File: src/rtl/vga_param_controller_if.sv
// vga_param_controller_if: pixel request channel between the VGA engine (master) and a pixel source (slave)
interface vga_param_controller_if #(
  parameter int COLOR_BITS = 4
);
  logic [11:0] pix_x;
  logic [11:0] pix_y;
  logic pix_req;
  logic [3*COLOR_BITS-1:0] pix_rgb;
  modport master (output pix_x, pix_y, pix_req, input pix_rgb);
  modport slave (input pix_x, pix_y, pix_req, output pix_rgb);
endinterface

File: src/rtl/vga_param_controller.sv
// vga_param_controller: parametrised VGA timing/pixel engine; define VGA_TESTPATTERN_EN to add the colour-bar source
module vga_param_controller #(
  parameter int CLK_DIV = 2,
  parameter int COLOR_BITS = 4,
  parameter int H_ACTIVE = 640,
  parameter int H_FP = 16,
  parameter int H_SYNC = 96,
  parameter int H_BP = 48,
  parameter int V_ACTIVE = 480,
  parameter int V_FP = 10,
  parameter int V_SYNC = 2,
  parameter int V_BP = 33,
  parameter bit HSYNC_POL = 1'b0,
  parameter bit VSYNC_POL = 1'b0
) (
  input logic clk,
  input logic resetbutton,
  input logic pattern_sel,
  vga_param_controller_if.master pix,
  output logic [COLOR_BITS-1:0] VGA_RED,
  output logic [COLOR_BITS-1:0] VGA_GREEN,
  output logic [COLOR_BITS-1:0] VGA_BLUE,
  output logic VGA_HSYNC,
  output logic VGA_VSYNC,
  output logic frame_start
);
  localparam int DW = CLK_DIV > 1 ? $clog2(CLK_DIV) : 1;
  localparam int CW = 3 * COLOR_BITS;
  localparam logic [12:0] H_LAST = 13'(H_ACTIVE + H_FP + H_SYNC + H_BP - 1);
  localparam logic [12:0] V_LAST = 13'(V_ACTIVE + V_FP + V_SYNC + V_BP - 1);
  localparam logic [12:0] HS0 = 13'(H_ACTIVE + H_FP);
  localparam logic [12:0] HS1 = 13'(H_ACTIVE + H_FP + H_SYNC);
  localparam logic [12:0] VS0 = 13'(V_ACTIVE + V_FP);
  localparam logic [12:0] VS1 = 13'(V_ACTIVE + V_FP + V_SYNC);
  logic [DW-1:0] div_cnt;
  logic [11:0] h_cnt, v_cnt;
  logic [12:0] h_ext, v_ext;
  logic tick, h_last, v_last, active, hsync_int, vsync_int;
  logic [CW-1:0] src;
  assign h_ext = {1'b0, h_cnt};
  assign v_ext = {1'b0, v_cnt};
  assign tick = div_cnt == DW'(CLK_DIV - 1);
  assign h_last = h_ext == H_LAST;
  assign v_last = v_ext == V_LAST;
  assign active = h_ext < 13'(H_ACTIVE) && v_ext < 13'(V_ACTIVE);
  assign hsync_int = h_ext >= HS0 && h_ext < HS1;
  assign vsync_int = v_ext >= VS0 && v_ext < VS1;
  assign pix.pix_x = h_cnt;
  assign pix.pix_y = v_cnt;
  assign pix.pix_req = active;
`ifdef VGA_TESTPATTERN_EN
  localparam int BAR_W = H_ACTIVE / 8;
  logic [2:0] bar;
  // bar index is the number of bar boundaries already passed; the last bar takes the remainder
  always_comb begin
    bar = 3'd0;
    for (int k = 1; k < 8; k++)
      if (h_ext >= 13'(k * BAR_W)) bar = 3'(k);
  end
  assign src = pattern_sel
    ? {{COLOR_BITS{~bar[1]}}, {COLOR_BITS{~bar[2]}}, {COLOR_BITS{~bar[0]}}}
    : pix.pix_rgb;
`else
  logic unused_sel;
  assign unused_sel = pattern_sel;
  assign src = pix.pix_rgb;
`endif
  // pixel divider, raster counters and the tick-loaded output stage
  always_ff @(posedge clk) begin
    if (resetbutton) begin
      div_cnt <= '0;
      h_cnt <= '0;
      v_cnt <= '0;
      {VGA_RED, VGA_GREEN, VGA_BLUE} <= '0;
      VGA_HSYNC <= ~HSYNC_POL;
      VGA_VSYNC <= ~VSYNC_POL;
      frame_start <= 1'b0;
    end else begin
      div_cnt <= tick ? '0 : div_cnt + 1'b1;
      frame_start <= tick && h_last && v_last;
      if (tick) begin
        h_cnt <= h_last ? 12'd0 : h_cnt + 12'd1;
        if (h_last) v_cnt <= v_last ? 12'd0 : v_cnt + 12'd1;
        {VGA_RED, VGA_GREEN, VGA_BLUE} <= active ? src : '0;
        VGA_HSYNC <= hsync_int ? HSYNC_POL : ~HSYNC_POL;
        VGA_VSYNC <= vsync_int ? VSYNC_POL : ~VSYNC_POL;
      end
    end
  end
endmodule

File: src/flat_wrapper.sv
// flat-port wrapper written by rule: the top's interface ports become plain ports
module vga_param_controller_flat 
#(
  parameter int CLK_DIV = 2,
  parameter int COLOR_BITS = 4,
  parameter int H_ACTIVE = 640,
  parameter int H_FP = 16,
  parameter int H_SYNC = 96,
  parameter int H_BP = 48,
  parameter int V_ACTIVE = 480,
  parameter int V_FP = 10,
  parameter int V_SYNC = 2,
  parameter int V_BP = 33,
  parameter bit HSYNC_POL = 1'b0,
  parameter bit VSYNC_POL = 1'b0
)
  (clk, resetbutton, pattern_sel, VGA_RED, VGA_GREEN, VGA_BLUE, VGA_HSYNC, VGA_VSYNC, frame_start, pix_pix_x, pix_pix_y, pix_pix_req, pix_pix_rgb);
  vga_param_controller_if #(.COLOR_BITS(COLOR_BITS)) pix_i ();
  input logic clk;
  input logic resetbutton;
  input logic pattern_sel;
  output logic [COLOR_BITS-1:0] VGA_RED;
  output logic [COLOR_BITS-1:0] VGA_GREEN;
  output logic [COLOR_BITS-1:0] VGA_BLUE;
  output logic VGA_HSYNC;
  output logic VGA_VSYNC;
  output logic frame_start;
  output wire logic [$bits(pix_i.pix_x)-1:0] pix_pix_x;
  output wire logic [$bits(pix_i.pix_y)-1:0] pix_pix_y;
  output wire logic [$bits(pix_i.pix_req)-1:0] pix_pix_req;
  input wire logic [$bits(pix_i.pix_rgb)-1:0] pix_pix_rgb;
  assign pix_pix_x = pix_i.pix_x;
  assign pix_pix_y = pix_i.pix_y;
  assign pix_pix_req = pix_i.pix_req;
  assign pix_i.pix_rgb = pix_pix_rgb;
  vga_param_controller #(.CLK_DIV(CLK_DIV), .COLOR_BITS(COLOR_BITS), .H_ACTIVE(H_ACTIVE), .H_FP(H_FP), .H_SYNC(H_SYNC), .H_BP(H_BP), .V_ACTIVE(V_ACTIVE), .V_FP(V_FP), .V_SYNC(V_SYNC), .V_BP(V_BP), .HSYNC_POL(HSYNC_POL), .VSYNC_POL(VSYNC_POL)) u_core (.clk(clk), .resetbutton(resetbutton), .pattern_sel(pattern_sel), .pix(pix_i), .VGA_RED(VGA_RED), .VGA_GREEN(VGA_GREEN), .VGA_BLUE(VGA_BLUE), .VGA_HSYNC(VGA_HSYNC), .VGA_VSYNC(VGA_VSYNC), .frame_start(frame_start));
endmodule
File: config.mk
export PLATFORM = sky130hd
export DESIGN_NAME = vga_param_controller_flat
export DESIGN_NICKNAME = d
export VERILOG_FILES = /design/src/rtl/vga_param_controller_if.sv /design/src/rtl/vga_param_controller.sv /design/src/flat_wrapper.sv
export SDC_FILE = /design/constraint.sdc
export NUM_CORES = 1
export LEC_CHECK = 0
export ABC_AREA = 1
export CORE_MARGIN = 2
export CORE_UTILIZATION = 48
export CTS_CLUSTER_DIAMETER = 120
export DETAILED_ROUTE_END_ITERATION = 10
export GPL_ROUTABILITY_DRIVEN = 0
export PLACE_DENSITY = 0.9
export SETUP_SLACK_MARGIN = 0.05
export SYNTH_ARGS = -nofsm -noshare
export SYNTH_HDL_FRONTEND = slang
export SYNTH_SLANG_ARGS = --single-unit
File: constraint.sdc
create_clock -name clk -period 1.7 [get_ports clk]
set_clock_uncertainty 0.2 [all_clocks]
set_input_delay 0.34 -clock clk [delete_from_list [all_inputs] [get_ports clk]]
set_output_delay 0.34 -clock clk [all_outputs]
set_load 0.01 [all_outputs]
**Word level (Yosys, flattened, before mapping)**

Index checks and enable logic that the tools add are counted.

- Eq/ne operators: 2
- Reduce and logical (&&, ||, !) cells: 7
- Mux-type cells: 5
- $lt $le $gt $ge: 6
- $add $sub $neg: 3

Operators with widths:

| operator | number |
|---|---|
| 12-bit 2-to-1 mux | 3 |
| 12-bit by 1-bit adder with 12-bit output, second input constant | 2 |
| 12-bit by 10-bit equality test with 1-bit output, second input constant | 2 |
| 12-bit by 10-bit < comparator with 1-bit output, second input constant | 2 |
| 12-bit by 9-bit < comparator with 1-bit output, second input constant | 2 |
| 12-bit by 10-bit greater-or-equal comparator with 1-bit output, second input constant | 1 |
| 12-bit by 9-bit greater-or-equal comparator with 1-bit output, second input constant | 1 |
| 1-bit logical AND | 5 |
| 1-bit 2-to-1 mux | 2 |
| 2-bit AND reduction | 1 |
| 2-bit OR reduction | 1 |
| 1-bit adder, second input constant | 1 |

- Input port bits: 15
- Word-level logic and storage cells: 32
- Output and inout port bits: 40
- Register bits after elaboration: 40

**Longest topological paths before layout**

- Depth in word-level cells: 3
- Mapped depth: 10
- Gate-level depth less buffers: 10

**Least setup slack after synthesis**

Ideal clock, no wire load.

- Kind: register -> output
- Start point: register u_core.v_cnt[11] (netlist: u_core.pix.pix_y[11])
- End point: output pix_pix_req
- Path slack: 0.001 ns
- Required time: 1.160 ns
- Path buffers: 1
- Arrival time: 1.159 ns
- Cell stages (with the launch flop): 8
- Cells stage by stage: dfxtp_1 > nor2_1 > inv_1 > nor2_1 > and3_1 > nand3_1 > buf_4 > inv_1

- Longest elaborated chain between the ends: 2

RTL lines:

| what | line | RTL |
|---|---|---|
| start, declared | vga_param_controller.sv:36 | `logic [11:0] h_cnt, v_cnt;` |
| start signal, assigned | vga_param_controller.sv:83 | `if (h_last) v_cnt <= v_last ? 12'd0 : v_cnt + 12'd1;` |
| 12-bit by 9-bit < comparator with 1-bit output | vga_param_controller.sv:45 | `assign active = h_ext < 13'(H_ACTIVE) && v_ext < 13'(V_ACTIVE);` |
| 1-bit logical AND | vga_param_controller.sv:45 |  |
| end, declared | flat_wrapper.sv:30 | `output wire logic [$bits(pix_i.pix_req)-1:0] pix_pix_req;` |

Every way passes these cells.

**Final worst setup path**

- Start point: register u_core.v_cnt[10] (netlist: u_core.pix.pix_y[10])
- End point: output pix_pix_req

Same word-level chain as after synthesis.

==> impl_metrics.py <==
metrics = {
    "job": {
        "max_cap_violations": 0,
    },
    "drt": {
        "wl_um": 7530,
        "first_pass_iters": 6,
        "drc": 0,
        "detail_route.vias_per_cell": 5.81,
        "vias": 2497,
        "ant_nets": 0,
        "detail_route.wl_per_cell_um": 17.5,
        "drt_iter0_drc": 324,
    },
    "cts": {
        "cts_max_level": 2,
        "clk-insertion-delay-late_ns": 0.30,
        "hold_buffers": 0,
        "cts_root_buf": "clkbuf_8",
        "clk_pin_slew_worst_paths_ns": 0.08,
        "clkSinkCount": 40,
        "cts_buffers": 5,
        "cts_tree": "built",
        "cts_buffer_depth": 2,
    },
    "yosys": {
        "synth-seq-area-share_pct": 39.4,
        "synth_cells": 289,
        "ys_warn_count": 0,
        "ys_ff_latch": 40,
        "syn_nets": 309,
        "synth_area_sq_um": 2030,
        "syn_area_per_cell_sq_um": 7.04,
        "synth_cell_types": 27,
    },
    "finish": {
        "syn_to_final_growth_pct": 55.2,
        "mostFrequentLayoutCell": "nand2_1",
        "n_fill_cell": 262,
        "mostFrequentLayoutCells": "nand2_1, nor2_1, dlygate4sd2_1, buf_4, inv_1",
        "fin_util_pct": 78.3,
        "layoutNonFillerInstCount": 430,
        "fin_nets": 399,
        "drive_gt1_share_pct": 31.8,
        "diodes": 0,
    },
    "critical_path": {
        "required_ns": 1.16,
        "criticalPathCategory": "flip-flop to output port",
        "critical-path-max-stage-delay_ns": 0.34,
        "start_kind": "flip-flop",
        "arrival_ns": 1.36,
        "crit_chain": "nor2_4 > inv_2 > nor2_4 > and3_4 > nand3_4 > inv_2 > buf_6",
        "slowest_stage": "dfxtp_2",
        "cp-end-kind": "output port",
        "critPathMaxFanout": 2,
    },
    "floorplan": {
        "rows": 23,
        "initial_core_util_pct": 50.5,
        "coreArea_sq_um": 4030,
        "die_y_um": 69.1,
        "die-area_sq_um": 4770,
        "ioPinCount": 55,
        "dieWidth_um": 69.1,
    },
    "power": {
        "powerDensity_nw_per_um2": 631,
        "ir_drop_v": 0.000468,
        "leakage_nw": 1.43,
    },
    "placed_design": {
        "io_buffers": 53,
        "dp_cells": 417,
        "dp_hpwl_um": 4180,
        "pre_cts_slack_ns": -0.360,
    },
    "timing": {
        "max_freq_mhz": 525,
        "finalCriticalPeriod_ns": 1.90,
        "timing.final.ws_setup_ns": -0.204,
        "post-route-period-util_pct": 112,
        "relSlewSlack_pct": 81.5,
        "tightest_slew_ns": 0.275,
        "setup_violations": 7,
        "hold_violations": 0,
        "slew_violations": 0,
        "rsz0062_at_grt": "yes",
    },
    "global_routing": {
        "busiest_layer": "met2",
        "antenna_found_initial": 0,
        "grt_use_met3_pct": 5.41,
        "grt_max_degree": 14,
        "gr-total-overflow": 0,
        "grt_pass1_vias": 2167,
        "grt_pass1_wl_um": 10100,
        "use_met1_pct": 30.5,
        "use_met2_pct": 46.2,
        "grt_usage_pct": 26.0,
    },
    "status": {
        "outcome": "finished, violations left",
        "violations": "negative setup slack",
    },
    "worst_hold_path": {
        "hp-class": "flip-flop to flip-flop",
    },
}
-- through the flow --
stage	setup TNS [ns]	hold slack, ns	total power [mW]	area (sq um)
final	-0.484	0.261	1.99	3160
after global routing	-1.10	0.298	2.05	3160
after CTS	-0.176	0.260	1.97	3010
after detailed placement	-0.772	0.243	1.16	2840
after global placement	-0.414	0.240	1.16	2840
after floorplan	0	0.290	1.06	2040
-- path summary, 6_finish.rpt --
check                       start             endpoint  slack [ns]  depth (start not counted)
max          u_core.pix.pix_y[10]          pix_pix_req       -0.20                          7
min             u_core.VGA_RED[0]    u_core.VGA_RED[0]        0.26                          2
max reg2reg  u_core.pix.pix_x[11]  u_core.pix.pix_y[1]       -0.08                          8
min reg2reg     u_core.VGA_RED[0]    u_core.VGA_RED[0]        0.26                          2
-- cell usage after synthesis (all sizes together) --
cell,n,area [sq um]
nor4,1,6.26
buf,5,36.3
nand4,8,50.1
and3,1,6.26
nor3b,2,15.0
dfxtp,40,801
o211ai,2,15.0
nor2,55,236
o2111ai,1,8.76
nor3,11,55.1
ha,5,62.6
xor2,6,52.6
a21oi,6,30.0
o22a,1,8.76
nand2,69,264
o21ai,19,144
nand3,18,95.1
clkbuf,2,7.51
inv,37,139
-- sequential cells by signal, summed over array words and instances (netlist names) --
| name | count |
|---|---|
| u_core.VGA_BLUE | 4 |
| u_core.VGA_GREEN | 4 |
| u_core.VGA_HSYNC | 1 |
| u_core.VGA_RED | 4 |
| u_core.VGA_VSYNC | 1 |
| u_core.div_cnt | 1 |
| u_core.frame_start | 1 |
| u_core.pix.pix_x | 12 |
| u_core.pix.pix_y | 12 |
-- kinds of logic after synthesis --
kind of cell / count (synthesis) / synth area share [%]
AND/OR/NAND/NOR: 165 / 35.8
buffers and inverters: 44 / 8.98
flip-flops: 40 / 39.4
AO/OA/AOI/OAI: 29 / 10.2
XOR/XNOR: 6 / 2.58
adder cells (fa/ha/maj): 5 / 3.08
-- final cells by class --
class / count / area (sq um) / area share (%)
multi-input combinational: 205 / 1220 / 38.8
sequential: 40 / 825 / 26.1
timing repair buffer: 90 / 782 / 24.8
inverter: 37 / 141 / 4.48
clock buffer: 6 / 82.6 / 2.62
tap: 50 / 62.6 / 1.98
clock inverter: 2 / 38.8 / 1.23
-- power by group --
group	switching [mW]	internal [mW]	leakage, nW
clock network	0.365	0.480	0.0614
logic	0.0918	0.0808	1.04
registers	0.0166	0.958	0.333
total	0.474	1.52	1.43
-- timing repair --
item | CTS | global route
pin swaps | 8 | 20
setup endpoints to repair | 52 | 22
setup buffers | 3 | 2
gates resized for setup | 69 | 43
-- worst max-delay path: cells and delay by family (launching register included) --
kind,cells,cell delay [ns]
buffers and inverters,3,0.21
flip-flops,1,0.34
AND/OR/NAND/NOR,4,0.51
-- metal layers --
metal	vias to the layer above	routed length [um]
met5	-	0
met3	53	627
met4	0	487
met2	186	3580
met1	1153	2840
li1	1105	-
Power figures use the tool's default switching activity.
